## src/rtl/slc3_io_responder.sv

```systemverilog
`default_nettype none
// ============================================================================
// Module  : slc3_io_responder
// Brief   : Memory-mapped switch/hex I/O port with debounced Run/Continue pulses.
// Revision: 1.0 - initial release
// ============================================================================
module slc3_io_responder #(
    parameter logic [15:0] IO_ADDR   = 16'hFFFF,
    parameter int          DB_CYCLES = 4
) (
    input  logic        Clk,
    input  logic        Reset,
    input  logic [9:0]  SW,
    input  logic        Run,
    input  logic        Continue,
    input  logic [15:0] ADDR,
    input  logic        MEM_REQ,
    input  logic        WE,
    input  logic [15:0] DATA_IN,
    output logic [15:0] DATA_OUT,
    output logic        READY,
    output logic        RUN_PULSE,
    output logic        CONT_PULSE,
    output logic [9:0]  LED,
    output logic [6:0]  HEX0,
    output logic [6:0]  HEX1,
    output logic [6:0]  HEX2,
    output logic [6:0]  HEX3
);

    localparam int                c_cw       = $clog2(DB_CYCLES + 1);
    localparam logic [c_cw-1:0]   c_cnt_last = c_cw'(DB_CYCLES - 1);

    typedef enum logic [1:0] {
        S_IDLE   = 2'd0,
        S_ACCESS = 2'd1,
        S_DONE   = 2'd2
    } state_t;

    state_t      r_state;
    logic [9:0]  r_sw_s1;
    logic [9:0]  r_sw_s2;
    logic        r_we;
    logic [15:0] r_wdata;
    logic [15:0] r_hex_reg;
    logic [15:0] r_dout;
    logic        r_ready;
    logic [1:0]  w_btn_raw;
    logic [1:0]  w_btn_pulse;

    function automatic logic [6:0] f_seg(input logic [3:0] n);
        case (n)
            4'h0: f_seg = 7'h40;
            4'h1: f_seg = 7'h79;
            4'h2: f_seg = 7'h24;
            4'h3: f_seg = 7'h30;
            4'h4: f_seg = 7'h19;
            4'h5: f_seg = 7'h12;
            4'h6: f_seg = 7'h02;
            4'h7: f_seg = 7'h78;
            4'h8: f_seg = 7'h00;
            4'h9: f_seg = 7'h10;
            4'hA: f_seg = 7'h08;
            4'hB: f_seg = 7'h03;
            4'hC: f_seg = 7'h46;
            4'hD: f_seg = 7'h21;
            4'hE: f_seg = 7'h06;
            default: f_seg = 7'h0E;
        endcase
    endfunction

    always_ff @(posedge Clk) begin
        if (Reset) begin
            r_sw_s1 <= '0;
            r_sw_s2 <= '0;
        end else begin
            r_sw_s1 <= SW;
            r_sw_s2 <= r_sw_s1;
        end
    end

    // Bus request fields are captured at acceptance so later bus changes are ignored.
    always_ff @(posedge Clk) begin
        if (Reset) begin
            r_state   <= S_IDLE;
            r_we      <= 1'b0;
            r_wdata   <= '0;
            r_hex_reg <= '0;
            r_dout    <= '0;
            r_ready   <= 1'b0;
        end else begin
            case (r_state)
                S_IDLE: begin
                    r_ready <= 1'b0;
                    r_dout  <= '0;
                    if (MEM_REQ && (ADDR == IO_ADDR)) begin
                        r_we    <= WE;
                        r_wdata <= DATA_IN;
                        r_state <= S_ACCESS;
                    end
                end
                S_ACCESS: begin
                    if (r_we) begin
                        r_hex_reg <= r_wdata;
                        r_dout    <= '0;
                    end else begin
                        r_dout    <= {6'b0, r_sw_s2};
                    end
                    r_ready <= 1'b1;
                    r_state <= S_DONE;
                end
                S_DONE: begin
                    r_ready <= 1'b0;
                    r_dout  <= '0;
                    r_state <= S_IDLE;
                end
                default: begin
                    r_ready <= 1'b0;
                    r_dout  <= '0;
                    r_state <= S_IDLE;
                end
            endcase
        end
    end

    assign w_btn_raw = {Continue, Run};

    // Index 0 is Run, index 1 is Continue; both are active-low and idle high.
    generate
        for (genvar gi = 0; gi < 2; gi++) begin : g_btn
            logic            r_s1;
            logic            r_s2;
            logic            r_db;
            logic            r_pulse;
            logic [c_cw-1:0] r_cnt;

            always_ff @(posedge Clk) begin
                if (Reset) begin
                    r_s1    <= 1'b1;
                    r_s2    <= 1'b1;
                    r_db    <= 1'b1;
                    r_pulse <= 1'b0;
                    r_cnt   <= '0;
                end else begin
                    r_s1    <= w_btn_raw[gi];
                    r_s2    <= r_s1;
                    r_pulse <= 1'b0;
                    if (r_s2 == r_db) begin
                        r_cnt <= '0;
                    end else if (r_cnt == c_cnt_last) begin
                        r_cnt   <= '0;
                        r_db    <= r_s2;
                        r_pulse <= ~r_s2;
                    end else begin
                        r_cnt <= r_cnt + c_cw'(1);
                    end
                end
            end

            assign w_btn_pulse[gi] = r_pulse;
        end
    endgenerate

    assign RUN_PULSE  = w_btn_pulse[0];
    assign CONT_PULSE = w_btn_pulse[1];
    assign READY      = r_ready;
    assign DATA_OUT   = r_dout;
    assign LED        = r_hex_reg[9:0];
    assign HEX0       = f_seg(r_hex_reg[3:0]);
    assign HEX1       = f_seg(r_hex_reg[7:4]);
    assign HEX2       = f_seg(r_hex_reg[11:8]);
    assign HEX3       = f_seg(r_hex_reg[15:12]);

endmodule
`default_nettype wire

```

## config.mk

```make
export PLATFORM = sky130hd
export DESIGN_NAME = slc3_io_responder
export DESIGN_NICKNAME = d
export VERILOG_FILES = /design/src/rtl/slc3_io_responder.sv
export SDC_FILE = /design/constraint.sdc
export NUM_CORES = 1
export LEC_CHECK = 0
export ABC_CLOCK_PERIOD_IN_PS = 3200
export BUFFER_PORTS_ARGS = -buffer_cell sky130_fd_sc_hd__buf_2
export CAP_MARGIN = 20
export CORE_UTILIZATION = 53
export CTS_CLUSTER_SIZE = 28
export DETAILED_ROUTE_END_ITERATION = 10
export GPL_TIMING_DRIVEN = 0
export PLACE_DENSITY = 0.9
export SETUP_SLACK_MARGIN = 0.02
export SLEW_MARGIN = 20
export SYNTH_ARGS = -nofsm -noshare
export SYNTH_HDL_FRONTEND = slang
export SYNTH_SLANG_ARGS = --single-unit
```

## constraint.sdc

```tcl
create_clock -name Clk -period 3.2 [get_ports Clk]
set_clock_uncertainty 0.05 [all_clocks]
set_input_delay 0.16 -clock Clk [delete_from_list [all_inputs] [get_ports Clk]]
set_output_delay 0.16 -clock Clk [all_outputs]
set_load 0.02 [all_outputs]
```

=== Word level (Yosys, flattened, before mapping) ===
Memories as Yosys holds them, arrays and structs flattened. A register that Yosys moved wholly into a read port is not among the register bits.
Cells that the tools add are included.

* Register bits after elaboration: 86
* ROM bits: 448
* Output and inout bits: 57
* Memories: 4

* $add $sub $neg: 2
* Eq/ne operators: 7
* Muxes and demuxes: 11
* Bitwise logic cells: 7
* Reductions and logical operators: 12

{| class="wikitable"
|+ Memories
! memory !! words !! width !! rd ports !! clocked after memory_dff !! write ports !! RTL line !! text
|-
| (name not given) || 16 || 7 || 1 || 1 || 0 || 52 || <nowiki>case (n)</nowiki>
|-
| (name not given) || 16 || 7 || 1 || 1 || 0 || 52 ||
|-
| (name not given) || 16 || 7 || 1 || 1 || 0 || 52 ||
|-
| (name not given) || 16 || 7 || 1 || 1 || 0 || 52 ||
|}

{| class="wikitable"
|+ Operator list
! cell !! number
|-
| two-way mux 4 bit || 8
|-
| equality test 16 bit (second input constant) || 1
|-
| OR reduction 3 bit || 5
|-
| AND reduction 2 bit || 4
|-
| inverter 1 bit || 7
|-
| adder 3 x 1 -> 3 bit (second input constant) || 2
|-
| equality test 3 x 2 -> 1 bit (second input constant) || 2
|-
| case mux 2 bit (2 select lines) || 1
|-
| equality test 1 bit || 2
|-
| equality test 2 x 1 -> 1 bit (second input constant) || 1
|-
| logical NOT 2 bit || 1
|-
| two-way mux 2 bit || 1
|-
| != test 2 bit (second input constant) || 1
|-
| OR reduction 2 bit || 1
|-
| logical AND 1 bit || 1
|-
| two-way mux 1 bit || 1
|}

=== Depth between registers and ports, before layout ===
Gate-level depths: netlist (run 1).

* Depth in word-level cells: 4
* Gate-level depth with buffers: 11

=== Worst setup path before layout (run 1) ===
Ideal clock, no wire load.

* Path type: register to register
* Start: register r_state[1]
* End: register, netlist name HEX0[3]
* Arrival time: 2.073 ns
* Data required time: 3.016 ns
* Slack: 0.942 ns
* Cell stages (with the launch flop): 11
* Buffers on the path: 3
* Period minus slack after synthesis: 2.258 ns
* Cell sequence: dfxtp_1 -> nand3b_4 -> buf_12 -> buf_6 -> buf_2 -> mux2i_1 -> nor2_1 -> inv_1 -> ha_1 -> inv_1 -> mux4_2

* Word-level cells in the longest chain between the ends: 4

{| class="wikitable"
|+ Ends and longest elaborated chain
! element !! RTL line !! text
|-
| start: declaration || 40 || <nowiki>state_t r_state;</nowiki>
|-
| start signal: assignment || 85 || <nowiki>r_state <= S_IDLE;</nowiki>
|-
| start signal: assignment || 99 || <nowiki>r_state <= S_ACCESS;</nowiki>
|-
| start signal: assignment || 110 || <nowiki>r_state <= S_DONE;</nowiki>
|-
| equality test 2 x 1 -> 1 bit || 92 || <nowiki>case (r_state)</nowiki>
|-
| AND reduction 2 bit (no source line) || - ||
|-
| two-way mux 4 bit (no source line) (2 in series) || - ||
|}

No other way between the ends.
A chain may end at the register's enable or synchronous reset.

=== Worst setup path in the final report (run 1) ===
* Start: register r_state[1]
* End: register, netlist name HEX0[5]

* Word-level cells in the longest chain between the ends: 4

{| class="wikitable"
|+ Ends and longest elaborated chain
! element !! RTL line
|-
| equality test 2 x 1 -> 1 bit || 92
|-
| AND reduction 2 bit (no source line) || -
|-
| two-way mux 4 bit (no source line) (2 in series) || -
|}

No other way between the ends.

==> flow_summary_export.csv, run 1 <==
group,metric,value,unit
synthesis,synthSimpleGateAreaFrac,17.3,%
clock_tree,clk_pin_slew,0.11,ns
status,result_of_the_run,"completed",
critical_path,worst-path-max-fanout,10,
synthesis,post_synth_fa_ha_maj_area_fraction,7.91,%
critical_path,critical_path.endpoint_type,"flop",
synthesis,synth_cells,437,
critical_path,reg2reg_to,"HEX0[5]$_DFF_P_",
timing,timing.fmax,0.365,GHz
layout,antennaDiodeCount,0,
power,vdd_drop_max,0.356,mV
clock_tree,cts_inserted_buffers,9,
synthesis,synth-xor-area-share,0.989,%
global_routing,grt_first_pass_wirelength,16500,µm
hold_path,timing.hold.worst.start,"DATA_IN[14]",
layout,final_layout_size_suffix_gt1_share,27.4,%
synthesis,synth_area_per_cell,10.1,µm²
power,total_leakage_power,2.57,nW
timing,timing.final.max_slew_violations,0,
global_routing,antenna_found_initial,0,
synthesis,synth.area.mux_share,8.14,%
synthesis,ys_seq_area_share,48.8,%
synthesis,yosysWarningCount,0,
clock_tree,cts.path.max_buffers,2,
critical_path,cp-start-kind,"flop",
global_routing,grt_pass1_vias,3557,
routing,finalWirelength,10700,µm
routing,drt.antenna.violating_nets,0,
synthesis,netlist_area,4430,µm²
power,pwr_density_cell,426,nW/µm²
synthesis,largest_family_of_logic_cells_by_synthesized_area,"simple AND/OR/NAND/NOR gates",
timing,final_setup_fails,0,
clock_tree,cts.sinks,108,
layout,fin_area,5560,µm²
global_routing,met3_usage,3.90,%
clock_tree,root_buffer,"clkbuf_8",
layout,most_common_cell_after_layout_fill_and_taps_aside,"dfxtp_1",
clock_tree,worst_skew_pair.late_latency,0.38,ns
timing,post-route-min-period,2.74,ns
critical_path,rr_worst_depth,9,
layout,final_net_count,655,
critical_path,critical_path_arrival,2.97,ns
hold_path,timing.hold.worst_path_depth,3,
routing,vias,3572,
run,drv_cap,0,
global_routing,use_met1,27.8,%
power,design_power_total,2.37,mW
global_routing,grt_start_max_net_pins,21,
routing,detail_route.vias_per_cell,5.21,
routing,wl_per_cell,15.6,µm
global_routing,grt.overflow.total,0,
place,finalWeightedCongestion,0.837,
floorplanning,core,7890,µm²
clock_tree,ctsHtreeMaxLevel,3,
place,port_buffers,98,
global_routing,globalRouteTotalUtil,24.7,%
floorplanning,io_pins,105,
floorplanning,placementRows,32,
routing,drt_drc_violations_left,0,
synthesis,yosysTopAreaCell,"dfxtp_1",
critical_path,worstReg2RegStart,"r_state[1]$_SDFFE_PP0P_",
clock_tree,cts_setup_buffers,0,
floorplanning,dieArea,8720,µm²
floorplanning,initial_core_util,56.1,%
floorplanning,die_w,93.4,µm
timing,timing_worst_slew_pin_value,0.603,ns
timing,whs,0.00447,ns
global_routing,grt.busiest_layer,"met2",
routing,number_of_search_and_repair_iterations_in_the_first_detailed_routing_pass,5,
timing,rsz_0062_raised_after_global_routing,"no",
place,cell_area_placed,5060,µm²
synthesis,yosysUniqueCellTypes,49,
synthesis,synthTopCellsByArea,"dfxtp_1 (49%), ha_1 (7.9%), mux2i_1 (6.1%)",
floorplanning,die_height,93.4,µm
timing,post-route-period-util,85.6,%
critical_path,path_class,"reg2reg",
timing,setup_total_negative_slack,0,ns
critical_path,reg2reg_setup_slack,0.46,ns
timing,slew-limit-headroom,59.7,%
hold_path,hold_end,"r_wdata[14]$_SDFFE_PP0P_",
layout,layout.cells.most_common_list,"dfxtp_1 (108), buf_2 (104), nand2_1 (44)",
layout,area_delta_synth_final,25.6,%
clock_tree,cts_tree,"yes",
synthesis,synth-seq-cells,108,
critical_path,wp_data_required,3.43,ns
global_routing,gr-usage-met2,45.2,%
place,detailed_place_hpwl,6970,µm
synthesis,synth_compound_gate_area_share,9.02,%
hold_path,worst_hold_path_type,"in2reg",
synthesis,yosys.area.top_type_share,48.8,%
timing,timing.final.hold_violations,0,
routing,iteration_0_drc_markers,181,
[per-layer routing]
layer  vias up  share of wire, %
li1       1724                 -
met1      1678                39
met2       146                52
met3        24               6.5
met4         0               2.6
met5         -                 0
[synth_stat cells (all sizes together)]
library cell	instances
nand3b	4
a221oi	1
mux2i	28
a22o	4
nand2	44
clkbuf	6
nor2b	26
and3	2
a31oi	2
a211oi	2
or3b	2
ha	28
dfxtp	108
xnor2	5
nor3	2
or3	4
nand3	5
conb	1
inv	25
o31ai	1
mux4	3
a211o	2
o21ai	5
nor3b	3
a32o	3
nor4bb	2
buf	28
nor4	1
o22ai	13
or2	9
nand4	3
a21oi	23
nor2	28
and2	10
o211ai	1
o221a	3
[through the flow]
stage          std cells  utilization (%)  worst slack (ns)
2_1_floorplan        442                -             0.942
3_3_place_gp         642             64.2             0.451
3_5_place_dp         642             64.2             0.389
4_1_cts              686             70.5             0.607
5_1_grt              686             70.5             0.416
6_report             686             70.5             0.461
[cell type report]
class                      instances  area (µm²)
fill                             543        2330
sequential                       108        2160
inverter                          25        98.8
clock inverter                     7        91.3
timing repair buffer             126         771
clock buffer                       9         124
tap                              102         128
buffer                            34         241
multi-input combinational        275        1940
[kinds of logic after synthesis]
family / after synthesis
xor+xnor: 5
fa+ha+maj: 28
mux: 31
compound gates: 60
simple gates: 145
other cells: 1
buf+inv: 59
flops: 108
[where the power goes]
group / total, mW / switching (mW) / internal, mW
Combinational: 0.111 / 0.0506 / 0.0600
Sequential: 1.36 / 0.00383 / 1.36
Clock: 0.894 / 0.512 / 0.383
Total: 2.37 / 0.566 / 1.80
[worst max-delay path, cell delays in order, from the launching register on]
cell	delay, ns
dfxtp_1	0.45
nand3b_4	0.19
buf_12	0.15
buf_6	0.17
buf_2	0.24
mux2i_1	0.31
nor2_1	0.14
ha_1	0.28
or3_1	0.40
a32o_1	0.27
[worst max path at each step]
stage,to,start,slack [ns]
after floorplan,HEX0[3]$_DFF_P_,r_state[1]$_SDFFE_PP0P_,0.94
after global placement,HEX0[5]$_DFF_P_,Reset,0.45
after detailed placement,HEX0[5]$_DFF_P_,Reset,0.39
after CTS,HEX0[3]$_DFF_P_,r_state[1]$_SDFFE_PP0P_,0.61
after global routing,HEX0[5]$_DFF_P_,r_state[1]$_SDFFE_PP0P_,0.42
final,HEX0[5]$_DFF_P_,r_state[1]$_SDFFE_PP0P_,0.46
[timing repair]
action | in CTS | in global routing
hold buffers | 28 | 0
hold endpoints to repair | 28 | 0
resized for setup | 0 | 0
(Power assumes the default switching activity.)
==> run 2, diff against run 1 <==
--- a/config.mk
+++ b/config.mk
@@ -8,11 +8,11 @@
 export ABC_CLOCK_PERIOD_IN_PS = 3200
 export BUFFER_PORTS_ARGS = -buffer_cell sky130_fd_sc_hd__buf_2
 export CAP_MARGIN = 20
-export CORE_UTILIZATION = 53
+export CORE_UTILIZATION = 45
 export CTS_CLUSTER_SIZE = 28
 export DETAILED_ROUTE_END_ITERATION = 10
 export GPL_TIMING_DRIVEN = 0
-export PLACE_DENSITY = 0.9
+export PLACE_DENSITY = 0.8
 export SETUP_SLACK_MARGIN = 0.02
 export SLEW_MARGIN = 20
 export SYNTH_ARGS = -nofsm -noshare
==> run 2 against run 1 <==
Net effect:
- sequential cell count did not move
- maximum frequency grew 5.1%
- register-to-register slack gained 0.13 ns
- critical path depth grew 1
- total power decreased by 4.8%
- core utilization decreased by 11 points
- non-clock buffer count is the same
- first-iteration DRC count decreased by 46%
- final cell count increased by 3.8%
- count of clock-buffer cells in the layout unchanged
- critical endpoint is now HEX0[3]$_DFF_P_
- largest power group unchanged
==> flow_summary_export.csv, run 2 (synthesis gave the netlist of run 1 again) <==
group,metric,value,unit
status,result_of_the_run,"completed",
clock_tree,cts_inserted_buffers,9,
global_routing,grt_pass1_vias,3385,
timing,timing_worst_slew_pin_value,0.701,ns
floorplanning,die_height,101,µm
critical_path,worstReg2RegStart,"r_state[1]$_SDFFE_PP0P_",
hold_path,worst_hold_path_type,"in2reg",
floorplanning,io_pins,105,
power,vdd_drop_max,0.172,mV
critical_path,timing.critical_path.buf_inv,5,
timing,post-route-min-period,2.61,ns
routing,vias,3491,
hold_path,timing.hold.worst.start,"DATA_IN[0]",
clock_tree,cts-resized-gates,0,
place,detailed_place_hpwl,6720,µm
clock_tree,ctsHoldBuffers,28,
critical_path,critical_path.endpoint_type,"flop",
timing,timing.fmax,0.384,GHz
routing,drt_drc_violations_left,0,
routing,wl_per_cell,13.4,µm
global_routing,globalRouteTotalUtil,19.5,%
global_routing,grt.overflow.total,0,
layout,final_net_count,655,
critical_path,worst_path_dominant_cell_family,"buffers and inverters",
global_routing,antenna_found_initial,0,
power,design_power_total,2.25,mW
timing,post-route-period-util,81.5,%
critical_path,rr_worst_depth,10,
layout,fillerInstances,806,
hold_path,hold_end,"r_wdata[0]$_SDFFE_PP0P_",
place,finalWeightedCongestion,0.823,
clock_tree,ctsHtreeMaxLevel,3,
clock_tree,cts_tree,"yes",
routing,number_of_search_and_repair_iterations_in_the_first_detailed_routing_pass,4,
timing,timing.final.hold_violations,0,
critical_path,reg2reg_to,"HEX0[3]$_DFF_P_",
timing,final_setup_fails,0,
clock_tree,root_buffer,"clkbuf_8",
layout,antennaDiodeCount,0,
routing,iteration_0_drc_markers,97,
layout,layout.cells.most_common_list,"dfxtp_1 (108), buf_2 (104), nand2_1 (44)",
clock_tree,cts.path.max_buffers,2,
critical_path,crit_path_cell_trace,"nand3b_4 > buf_12 > buf_6 > buf_2 > mux2i_1 > nor2_1 > inv_1 > ha_1 > inv_1 > mux4_2",
critical_path,reg2reg_setup_slack,0.59,ns
clock_tree,cts_setup_buffers,0,
critical_path,path_class,"reg2reg",
timing,timing.final.max_slew_violations,0,
floorplanning,dieArea,10200,µm²
clock_tree,worst_skew_pair.late_latency,0.37,ns
floorplanning,placementRows,35,
power,total_leakage_power,2.56,nW
run,drv_cap,0,
critical_path,critical_path_arrival,2.81,ns
critical_path,worst-path-max-fanout,10,
routing,detail_route.vias_per_cell,4.90,
critical_path,cp-start-kind,"flop",
power,pwr_density_cell,406,nW/µm²
layout,most_common_cell_after_layout_fill_and_taps_aside,"dfxtp_1",
critical_path,critPathMaxStageDelay,0.44,ns
floorplanning,initial_core_util,47.2,%
layout,area_delta_synth_final,25.6,%
timing,rsz_0062_raised_after_global_routing,"no",
timing,setup_total_negative_slack,0,ns
layout,final_layout_size_suffix_gt1_share,27.3,%
floorplanning,die_w,101,µm
routing,drt.antenna.violating_nets,0,
routing,finalWirelength,9570,µm
floorplanning,core,9370,µm²
clock_tree,cts.sinks,108,
critical_path,critPathSlowestCell,"mux4_2",
global_routing,grt_first_pass_wirelength,15400,µm
clock_tree,clk_pin_slew,0.10,ns
hold_path,timing.hold.worst_path_depth,3,
global_routing,grt_start_max_net_pins,20,
place,port_buffers,98,
timing,slew-limit-headroom,53.2,%
critical_path,wp_data_required,3.40,ns
critical_path,cp_common_cell,"inv_1",
critical_path,path_depth,10,
run 2: where the power goes:
group | switching, mW | total, mW | internal, mW
registers | 0.00354 | 1.36 | 1.36
clock network | 0.488 | 0.785 | 0.297
logic | 0.0483 | 0.108 | 0.0599
total | 0.540 | 2.25 | 1.71
run 2: how the worst max path moves through the flow:
stage / start / to / slack [ns]
after global placement: Reset / HEX0[5]$_DFF_P_ / 0.36
after CTS: r_state[1]$_SDFFE_PP0P_ / HEX0[3]$_DFF_P_ / 0.60
after global routing: r_state[1]$_SDFFE_PP0P_ / HEX0[3]$_DFF_P_ / 0.42
final: r_state[1]$_SDFFE_PP0P_ / HEX0[3]$_DFF_P_ / 0.59
after detailed placement: Reset / HEX0[5]$_DFF_P_ / 0.31
after floorplan: r_state[1]$_SDFFE_PP0P_ / HEX0[3]$_DFF_P_ / 0.94
run 2: layer usage:
layer  vias to the layer above  part of all wire [%]  GRT usage, %
met3                        31                   4.1          2.69
li1                       1729                     -             -
met4                         0                   3.5          11.8
met5                         -                     0             0
met2                       105                    50          33.5
met1                      1626                    43          23.2
run 2: area by class of cell:
type                    instances  area [µm²]  area share [%]
flip-flops and latches        108        2160            38.9
multi-input cells             275        1940            35.0
repair buffers                126         771            13.9
plain buffers                  34         241            4.34
well taps                     129         161            2.90
clock buffers                   9         124            2.23
inverters                      25        98.8            1.78
clock inverters                 6        56.3            1.01
run 2: stage by stage:
stage | util, % | setup slack [ns] | hold WS (ns) | area, µm² | std cells
6_report | 59.3 | 0.593 | 0.0306 | 5560 | 712
5_1_grt | 59.3 | 0.420 | 0.0121 | 5560 | 712
4_1_cts | 59.3 | 0.598 | 0.00969 | 5560 | 712
3_5_place_dp | 54.4 | 0.309 | 0.298 | 5100 | 669
3_3_place_gp | 54.4 | 0.358 | 0.295 | 5100 | 669
2_1_floorplan | - | 0.942 | 0.214 | 4450 | 442
run 2: tightest hold or removal path, cell delays in order:
cell     delay (ns)
buf_2          0.10
nand2_1        0.06
a21oi_1        0.08
==> run 3, diff against run 2 <==
--- a/config.mk
+++ b/config.mk
@@ -5,7 +5,7 @@
 export SDC_FILE = /design/constraint.sdc
 export NUM_CORES = 1
 export LEC_CHECK = 0
-export ABC_CLOCK_PERIOD_IN_PS = 3200
+export ABC_CLOCK_PERIOD_IN_PS = 2600
 export BUFFER_PORTS_ARGS = -buffer_cell sky130_fd_sc_hd__buf_2
 export CAP_MARGIN = 20
 export CORE_UTILIZATION = 45
==> constraint.sdc (replaced) <==
create_clock -name Clk -period 2.6 [get_ports Clk]
set_clock_uncertainty 0.05 [all_clocks]
set_input_delay 0.13 -clock Clk [delete_from_list [all_inputs] [get_ports Clk]]
set_output_delay 0.13 -clock Clk [all_outputs]
set_load 0.02 [all_outputs]
==> run 3 against run 2 <==
Net effect:
- die area unchanged
- first-iteration DRC count up 16%
- wire length increased by 0.56%
- critical path depth decreased by 2
- count of clock-buffer cells in the layout unchanged
- clock power is 22% higher
- global-route usage rose by 0.089 points
- sequential share of layout area shrank 0.20 points
- critical endpoint is now HEX0[5]$_DFF_P_
- largest cell class unchanged
- largest power group unchanged
- highest routed layer unchanged
==> flow_summary_export.csv, run 3 (synthesis gave the netlist of run 1 again) <==
group,metric,value,unit
place,finalWeightedCongestion,0.823,
floorplanning,initial_core_util,47.2,%
clock_tree,cts.sinks,108,
timing,timing.final.hold_violations,0,
clock_tree,worst_skew_pair.late_latency,0.37,ns
routing,number_of_search_and_repair_iterations_in_the_first_detailed_routing_pass,4,
layout,antennaDiodeCount,0,
place,place_worst_setup_slack,-0.261,ns
timing,timing_worst_slew_pin_value,0.685,ns
clock_tree,root_buffer,"clkbuf_8",
floorplanning,die_height,101,µm
critical_path,cp-start-kind,"primary input",
global_routing,use_met1,23.3,%
floorplanning,placementRows,35,
timing,whs,0.0422,ns
clock_tree,clk_pin_slew,0.10,ns
critical_path,critical_path.endpoint_type,"flop",
routing,vias,3486,
status,result_of_the_run,"completed",
floorplanning,io_pins,105,
layout,fin_area,5590,µm²
routing,drt_drc_violations_left,0,
timing,final_critical_path_setup_slack,0.144,ns
layout,area_delta_synth_final,26.3,%
power,vdd_drop_max,0.212,mV
routing,drt.antenna.violating_nets,0,
layout,most_common_cell_after_layout_fill_and_taps_aside,"dfxtp_1",
clock_tree,ctsHtreeMaxLevel,3,
routing,finalWirelength,9620,µm
layout,layout.cells.most_common_list,"dfxtp_1 (106), buf_2 (103), nand2_1 (44)",
power,pwr_density_cell,496,nW/µm²
global_routing,antenna_found_initial,0,
global_routing,gr-usage-met2,33.5,%
timing,post-route-min-period,2.46,ns
routing,iteration_0_drc_markers,113,
power,total_leakage_power,2.56,nW
timing,slew-limit-headroom,54.3,%
layout,final_net_count,656,
global_routing,grt_start_max_net_pins,20,
floorplanning,die_w,101,µm
layout,fin_util,59.7,%
global_routing,met3_usage,2.69,%
global_routing,grt.busiest_layer,"met2",
hold_path,worst_hold_path_type,"in2reg",
layout,fillerInstances,801,
power,design_power_total,2.77,mW
clock_tree,cts.path.max_buffers,2,
timing,post-route-period-util,94.5,%
timing,timing.fmax,0.407,GHz
routing,detail_route.vias_per_cell,4.89,
place,cell_area_placed,5100,µm²
place,port_buffers,98,
critical_path,wp_data_required,2.82,ns
layout,final_layout_size_suffix_gt1_share,28.3,%
clock_tree,cts_tree,"yes",
global_routing,globalRouteTotalUtil,19.6,%
timing,timing.final.max_slew_violations,0,
critical_path,worst-path-max-fanout,10,
critical_path,reg2reg_setup_slack,0.15,ns
timing,final_setup_fails,0,
global_routing,grt_first_pass_wirelength,15500,µm
clock_tree,cts_inserted_buffers,9,
global_routing,grt.overflow.total,0,
global_routing,grt_pass1_vias,3412,
floorplanning,core,9370,µm²
routing,wl_per_cell,13.5,µm
floorplanning,dieArea,10200,µm²
critical_path,path_class,"in2reg",
run,drv_cap,0,
timing,rsz_0062_raised_after_global_routing,"no",
place,detailed_place_hpwl,6720,µm
critical_path,critical_path_arrival,2.68,ns
[run 3: cell count changes in the layout (fill, tap and decap cells not counted), moves of 2 or more]
cell,before,now
nor2_1,26,23
nor2_2,0,3
dfxtp_1,108,106
dfxtp_2,0,2
[run 3: stage by stage]
step | std cells | setup TNS [ns]
final | 713 | 0
after global routing | 713 | 0
after global placement | 669 | -0.470
after floorplan | 442 | 0
after detailed placement | 669 | -0.644
after CTS | 713 | 0
[run 3: area by class of cell]
type,instances,area [µm²],area share (%)
Sequential cell,108,2160,38.7
Multi-Input combinational cell,275,1960,35.1
Timing Repair Buffer,127,781,14.0
Buffer,34,244,4.36
Tap cell,129,161,2.89
Clock buffer,9,124,2.21
Inverter,25,98.8,1.77
Clock inverter,6,56.3,1.01
[run 3: worst paths after layout]
kind	depth (start not counted)	to	from
max	8	HEX0[5]$_DFF_P_	Reset
min	5	r_state[0]$_SDFFE_PP0P_	ADDR[0]
max reg2reg	10	HEX0[3]$_DFF_P_	r_state[1]$_SDFFE_PP0P_
min reg2reg	1	g_btn[1].r_s2$_SDFF_PP1_	g_btn[1].r_s1$_SDFF_PP1_
[run 3: repair_timing]
action / CTS / global route
endpoints found under the hold margin: 29 / 0
endpoints found under the setup margin: 2 / 7
gates resized for setup: 2 / 7
buffers inserted: 0 / 0
hold buffers: 29 / 0
[run 3: report_power, final]
group / leakage (nW) / switching, mW / internal, mW
sequential: 0.876 / 0.00437 / 1.67
combinational: 1.59 / 0.0602 / 0.0747
clock: 0.0901 / 0.596 / 0.365
total: 2.56 / 0.660 / 2.11
[run 3: worst max-delay path: stages]
cell,delay (ns)
buf_2,0.16
buf_2,0.31
clkbuf_1,0.54
clkbuf_1,0.48
nor2_2,0.13
ha_1,0.26
or3_1,0.39
a32o_1,0.27
[run 3: metal layers]
| metal | part of all wire (%) | up-vias | wire length, µm |
|---|---|---|---|
| li1 | - | 1735 | - |
| met1 | 42 | 1623 | 4070 |
| met2 | 50 | 99 | 4840 |
| met3 | 3.7 | 29 | 358 |
| met4 | 3.6 | 0 | 348 |
| met5 | 0 | - | 0 |
